`src/rtl/sha256_digest_unloader.sv`:
```
// rtl/sha256_digest_unloader.sv - captures a SHA-256 digest and streams it out as words, H0 first
module sha256_digest_unloader #(
  parameter int WORD_W    = 32,
  parameter int NUM_WORDS = 8,
  parameter int IDX_W     = 3
) (
  input  logic                        CLK,
  input  logic                        RST,
  input  logic                        clear_i,
  input  logic                        digest_valid_i,
  input  logic [WORD_W*NUM_WORDS-1:0] digest_i,
  output logic                        digest_ready_o,
  output logic [WORD_W-1:0]           m_data_o,
  output logic                        m_valid_o,
  input  logic                        m_ready_i,
  output logic                        m_last_o,
  output logic [IDX_W-1:0]            word_idx_o,
  output logic                        busy_o,
  output logic                        overflow_o
);

  localparam logic [0:0] S_IDLE = 1'b0;
  localparam logic [0:0] S_SEND = 1'b1;
  localparam logic [IDX_W-1:0] LAST_IDX = IDX_W'(NUM_WORDS - 1);

  logic [0:0]                  state;
  logic [WORD_W*NUM_WORDS-1:0] shadow;
  logic [IDX_W-1:0]            next_idx;
  logic [WORD_W-1:0]           next_word;
  logic [WORD_W-1:0]           first_word;
  logic                        capture;
  logic                        xfer;

  // Ready to take a digest whenever nothing is held
  assign digest_ready_o = (state == S_IDLE);

  // Capture and transfer qualifiers, plus the word that follows the current one
  always_comb begin
    capture    = (state == S_IDLE) && digest_valid_i && !clear_i;
    xfer       = (state == S_SEND) && m_valid_o && m_ready_i;
    next_idx   = word_idx_o + 1'b1;
    next_word  = shadow[(NUM_WORDS - 1 - int'(next_idx)) * WORD_W +: WORD_W];
    first_word = digest_i[(NUM_WORDS - 1) * WORD_W +: WORD_W];
  end

  // Shadow buffer only loads on an accepted capture so drops leave it untouched
  always_ff @(posedge CLK) begin
    if (capture) begin
      shadow <= digest_i;
    end
  end

  // Control FSM and registered stream outputs
  always_ff @(posedge CLK or posedge RST) begin
    if (RST) begin
      state      <= S_IDLE;
      m_data_o   <= '0;
      m_valid_o  <= 1'b0;
      m_last_o   <= 1'b0;
      word_idx_o <= '0;
      busy_o     <= 1'b0;
      overflow_o <= 1'b0;
    end else if (clear_i) begin
      state      <= S_IDLE;
      m_valid_o  <= 1'b0;
      m_last_o   <= 1'b0;
      word_idx_o <= '0;
      busy_o     <= 1'b0;
      overflow_o <= 1'b0;
    end else if (state == S_IDLE) begin
      if (capture) begin
        state      <= S_SEND;
        m_data_o   <= first_word;
        m_valid_o  <= 1'b1;
        m_last_o   <= (LAST_IDX == '0);
        word_idx_o <= '0;
        busy_o     <= 1'b1;
      end
    end else begin
      if (digest_valid_i) begin
        overflow_o <= 1'b1;
      end
      if (xfer) begin
        if (m_last_o) begin
          state      <= S_IDLE;
          m_valid_o  <= 1'b0;
          m_last_o   <= 1'b0;
          word_idx_o <= '0;
          busy_o     <= 1'b0;
        end else begin
          word_idx_o <= next_idx;
          m_data_o   <= next_word;
          m_last_o   <= (next_idx == LAST_IDX);
        end
      end
    end
  end

endmodule
```
`config.mk`:
```
export PLATFORM = sky130hd
export DESIGN_NAME = sha256_digest_unloader
export DESIGN_NICKNAME = d
export VERILOG_FILES = /design/src/rtl/sha256_digest_unloader.sv
export SDC_FILE = /design/constraint.sdc
export NUM_CORES = 1
export LEC_CHECK = 0
export BUFFER_PORTS_ARGS = -buffer_cell sky130_fd_sc_hd__buf_4
export CAP_MARGIN = 20
export CORE_MARGIN = 4
export CORE_UTILIZATION = 53
export DETAILED_ROUTE_END_ITERATION = 10
export HOLD_SLACK_MARGIN = 0.1
export PLACE_DENSITY = 0.8
export SKIP_LAST_GASP = 1
export SYNTH_ARGS = -nofsm -noshare
export SYNTH_HDL_FRONTEND = slang
export SYNTH_SLANG_ARGS = --single-unit
```
`constraint.sdc`:
```
create_clock -name CLK -period 15 [get_ports CLK]
set_input_delay 4.5 -clock CLK [delete_from_list [all_inputs] [get_ports CLK]]
set_output_delay 4.5 -clock CLK [all_outputs]
set_load 0.02 [all_outputs]
```
==> impl_metrics.xml <==
<?xml version="1.0" encoding="UTF-8"?>
<metrics>
  <group name="global_routing">
    <metric name="grt_antenna_before_repair" unit="">0</metric>
    <metric name="vias_in_the_first_global_route" unit="">7874</metric>
    <metric name="global_route_wire_length_before_repair" unit="um">43900</metric>
    <metric name="grt_max_degree" unit="">89</metric>
    <metric name="global_route.usage.total" unit="%">23.2</metric>
    <metric name="grt_overflow_total" unit="">0</metric>
  </group>
  <group name="sta">
    <metric name="skew" unit="ns">0.00793</metric>
    <metric name="finalSetupTns" unit="ns">0</metric>
    <metric name="final_min_period_over_clock_period" unit="%">46.8</metric>
    <metric name="max_freq" unit="MHz">142</metric>
    <metric name="timing_worst_slew_pin_value" unit="ns">1.09</metric>
    <metric name="worst_slew_margin_rel" unit="%">26.9</metric>
    <metric name="final-hold-violation-count" unit="">0</metric>
    <metric name="hold-worst-slack" unit="ns">0.496</metric>
    <metric name="setup_viol_count_final" unit="">0</metric>
    <metric name="setup_ws" unit="ns">7.97</metric>
    <metric name="final_period_minus_worst_setup_slack" unit="ns">7.03</metric>
    <metric name="count_of_final_max_slew_check_failures" unit="">0</metric>
    <metric name="unrepaired_setup_endpoints_after_global_routing" unit="">false</metric>
  </group>
  <group name="final_layout">
    <metric name="post_route_cells_drive_above_1_share" unit="%">34.3</metric>
    <metric name="area.growth.synth_to_final" unit="%">29.8</metric>
    <metric name="mostFrequentLayoutCells" unit="">buf_4, edfxtp_1, nand2_1, mux2i_1, dfrtp_1</metric>
    <metric name="layout.nets" unit="">1322</metric>
    <metric name="layout_commonest_cell" unit="">buf_4</metric>
    <metric name="layout.cells.non_filler" unit="">1363</metric>
    <metric name="num_antenna_cells" unit="">0</metric>
  </group>
  <group name="power">
    <metric name="irDropWorstVdd" unit="V">0.000131</metric>
    <metric name="cellPowerDensity" unit="mW/mm2">124</metric>
    <metric name="total_leakage_power" unit="nW">5.83</metric>
  </group>
  <group name="clock_tree">
    <metric name="tritoncts" unit="">done</metric>
    <metric name="cts_resized" unit="">0</metric>
    <metric name="clk-insertion-delay-late" unit="ns">0.54</metric>
    <metric name="postCtsHoldBufs" unit="">0</metric>
    <metric name="post_cts.repair.setup_buffers" unit="">0</metric>
    <metric name="cts.path.max_buffers" unit="">3</metric>
    <metric name="cts_inserted_buffers" unit="">30</metric>
    <metric name="numClockSinks" unit="">295</metric>
    <metric name="htreeDepth" unit="">1</metric>
    <metric name="clock_pin_slew_on_the_worst_setup_and_hold_paths" unit="ns">0.06</metric>
    <metric name="cts_root_buffer" unit="">clkbuf_16</metric>
  </group>
  <group name="yosys">
    <metric name="synth.ff_latch_count" unit="">295</metric>
    <metric name="proportion_of_synthesized_flip_flops_having_asynchronous_set_or_reset" unit="%">13.2</metric>
    <metric name="synth_flop_cell" unit="">edfxtp_1</metric>
    <metric name="synth_sequential_area_ratio" unit="%">73.8</metric>
    <metric name="yosysWarnings" unit="">0</metric>
    <metric name="netlist_area" unit="mm2">0.0117</metric>
    <metric name="mappedNetlistNets" unit="">1031</metric>
    <metric name="synthCells" unit="">768</metric>
    <metric name="synth_area_per_cell" unit="um2">15.3</metric>
    <metric name="number_of_synthesized_flops_with_an_enable_pin" unit="">256</metric>
    <metric name="yosysUniqueCellTypes" unit="">33</metric>
  </group>
  <group name="min_path">
    <metric name="hold_path_class" unit="">flip-flop to flip-flop</metric>
  </group>
  <group name="setup_path">
    <metric name="critical_path.top_delay_family" unit="">buffers and inverters</metric>
    <metric name="path_common_cell" unit="">buf_4</metric>
    <metric name="critical-path-slowest-cell" unit="">buf_4</metric>
    <metric name="critPathLaunchType" unit="">input pin</metric>
    <metric name="critical_path_peak_fanout" unit="">76</metric>
    <metric name="worstPathArrival" unit="ns">7.18</metric>
    <metric name="worstPathRequired" unit="ns">15.16</metric>
    <metric name="crit_path_cell_trace" unit="">buf_4, nand2b_1, nor2_4, buf_4, buf_4</metric>
    <metric name="critical_path.endpoint_type" unit="">flip-flop</metric>
    <metric name="critical_path_buf_inv_count" unit="">3</metric>
    <metric name="highest_cell_delay_on_the_worst_timing_path" unit="ns">0.82</metric>
    <metric name="critical_setup_path_class" unit="">input pin to flip-flop</metric>
  </group>
  <group name="drt">
    <metric name="antenna_violating_nets_post_route" unit="">0</metric>
    <metric name="viasPerCell" unit="">5.66</metric>
    <metric name="drt-wirelength-per-cell" unit="um">21.8</metric>
    <metric name="detail_route.wirelength" unit="um">29800</metric>
    <metric name="route.vias.total" unit="">7711</metric>
    <metric name="route.detailed.drc" unit="">0</metric>
    <metric name="drtIter0Drc" unit="">599</metric>
    <metric name="drt_first_pass_iters" unit="">5</metric>
  </group>
  <group name="place">
    <metric name="port_buffers" unit="">300</metric>
    <metric name="post-dp-hpwl" unit="um">19000</metric>
    <metric name="placedCellCount" unit="">1304</metric>
    <metric name="dpl_worst_slack" unit="ns">7.43</metric>
    <metric name="finalWeightedCongestion" unit="">0.847</metric>
  </group>
  <group name="die">
    <metric name="initial_utilization" unit="%">53.8</metric>
    <metric name="io_pins" unit="">301</metric>
    <metric name="floorplan.die_area" unit="mm2">0.0246</metric>
    <metric name="chipHeight" unit="um">157</metric>
    <metric name="core.rowCount" unit="">54</metric>
    <metric name="die_x" unit="um">157</metric>
    <metric name="core_area" unit="mm2">0.0218</metric>
  </group>
  <group name="flow_run">
    <metric name="timing.max_cap.violations" unit="">0</metric>
  </group>
  <group name="run_status">
    <metric name="run_status" unit="">finished, final reports clean</metric>
  </group>
</metrics>
==> routing by layer <==
layer / GRT usage (%) / share of wire (%) / wire length [um] / vias to the layer above
met5: 0 / 0 / 0 / -
met4: 8.14 / 3.6 / 1070 / 0
met3: 5.23 / 8.2 / 2430 / 65
li1: - / - / - / 3534
met1: 29.7 / 38 / 11300 / 3762
met2: 39.3 / 50 / 15000 / 350
==> cells in the mapped netlist, types with 2 or more instances <==
cell,n,share of area [%]
mux2i_1,64,5.5
o311ai_1,19,1.4
and3_1,32,1.7
o31ai_1,22,1.4
edfxtp_1,256,65
or3_1,32,1.7
o21ai_0,4,0.17
o311ai_0,13,0.97
nor2b_1,33,1.8
buf_4,5,0.32
a21oi_1,3,0.13
ha_1,2,0.21
inv_1,3,0.096
buf_2,10,0.43
nand2_1,133,4.3
o31ai_2,10,1.1
dfrtp_1,39,8.3
a32o_1,33,2.8
nor2_1,6,0.19
clkbuf_1,34,1.1
buf_6,2,0.19
nand3_1,2,0.085
==> per-stage QoR <==
stage	total power (W)	area [um2]	util [%]
2_1_floorplan	0.00108	11700	-
3_3_place_gp	0.00119	14200	65.2
5_1_grt	0.00195	15200	69.8
6_report	0.00189	15200	69.8
4_1_cts	0.00190	15200	69.5
3_5_place_dp	0.00120	14200	65.2
==> power breakdown <==
part / internal (W) / switching, W
Combinational: 0.000102 / 0.000105
Sequential: 0.000952 / 0.0000245
Clock: 0.000414 / 0.000290
Total: 0.00147 / 0.000419
==> final cells by class <==
type	instances	area, um2
Sequential cell	295	8660
Fill cell	1446	6580
Multi-Input combinational cell	418	2890
Timing Repair Buffer	311	2380
Clock buffer	45	868
Tap cell	280	350
Clock inverter	11	72.6
Inverter	3	11.3
==> path summary, 6_finish.rpt <==
path | from | to | slack [ns] | depth (start not counted)
worst max-delay path | digest_valid_i | shadow[218] | 7.97 | 5
worst min-delay path | m_data_o[6] | m_data_o[6] | 0.50 | 2
worst max register to register | state | shadow[218] | 11.08 | 4
worst min register to register | m_data_o[6] | m_data_o[6] | 0.50 | 2
max in group asynchronous | RST | state | 10.48 | 3
min in group asynchronous | RST | m_data_o[31] | 3.98 | 2
==> state kept, by name, indices dropped and copies added, names as in the netlist <==
signal and cells:
shadow 256, m_data_o 32, word_idx_o 3, busy_o 1
m_last_o 1, overflow_o 1, state 1
==> tightest hold or removal path, cell delays in order, from the launching register on <==
cell and delay (ns):
dfrtp_1 0.34, mux2i_1 0.06, o31ai_1 0.06
==> cells by family (layout without fill, tap and decap cells) <==
kind of cell / after synthesis / count (layout) / synth area share, %
AO/OA/AOI/OAI: 105 / 105 / 8.05
XOR/XNOR: 2 / 2 / 0.213
adder cells (fa/ha/maj): 2 / 2 / 0.213
buffers and inverters: 55 / 370 / 2.15
flip-flops: 295 / 295 / 73.8
multiplexers: 64 / 64 / 5.46
AND/OR/NAND/NOR: 245 / 245 / 10.1
Power figures use the tool's default switching activity.
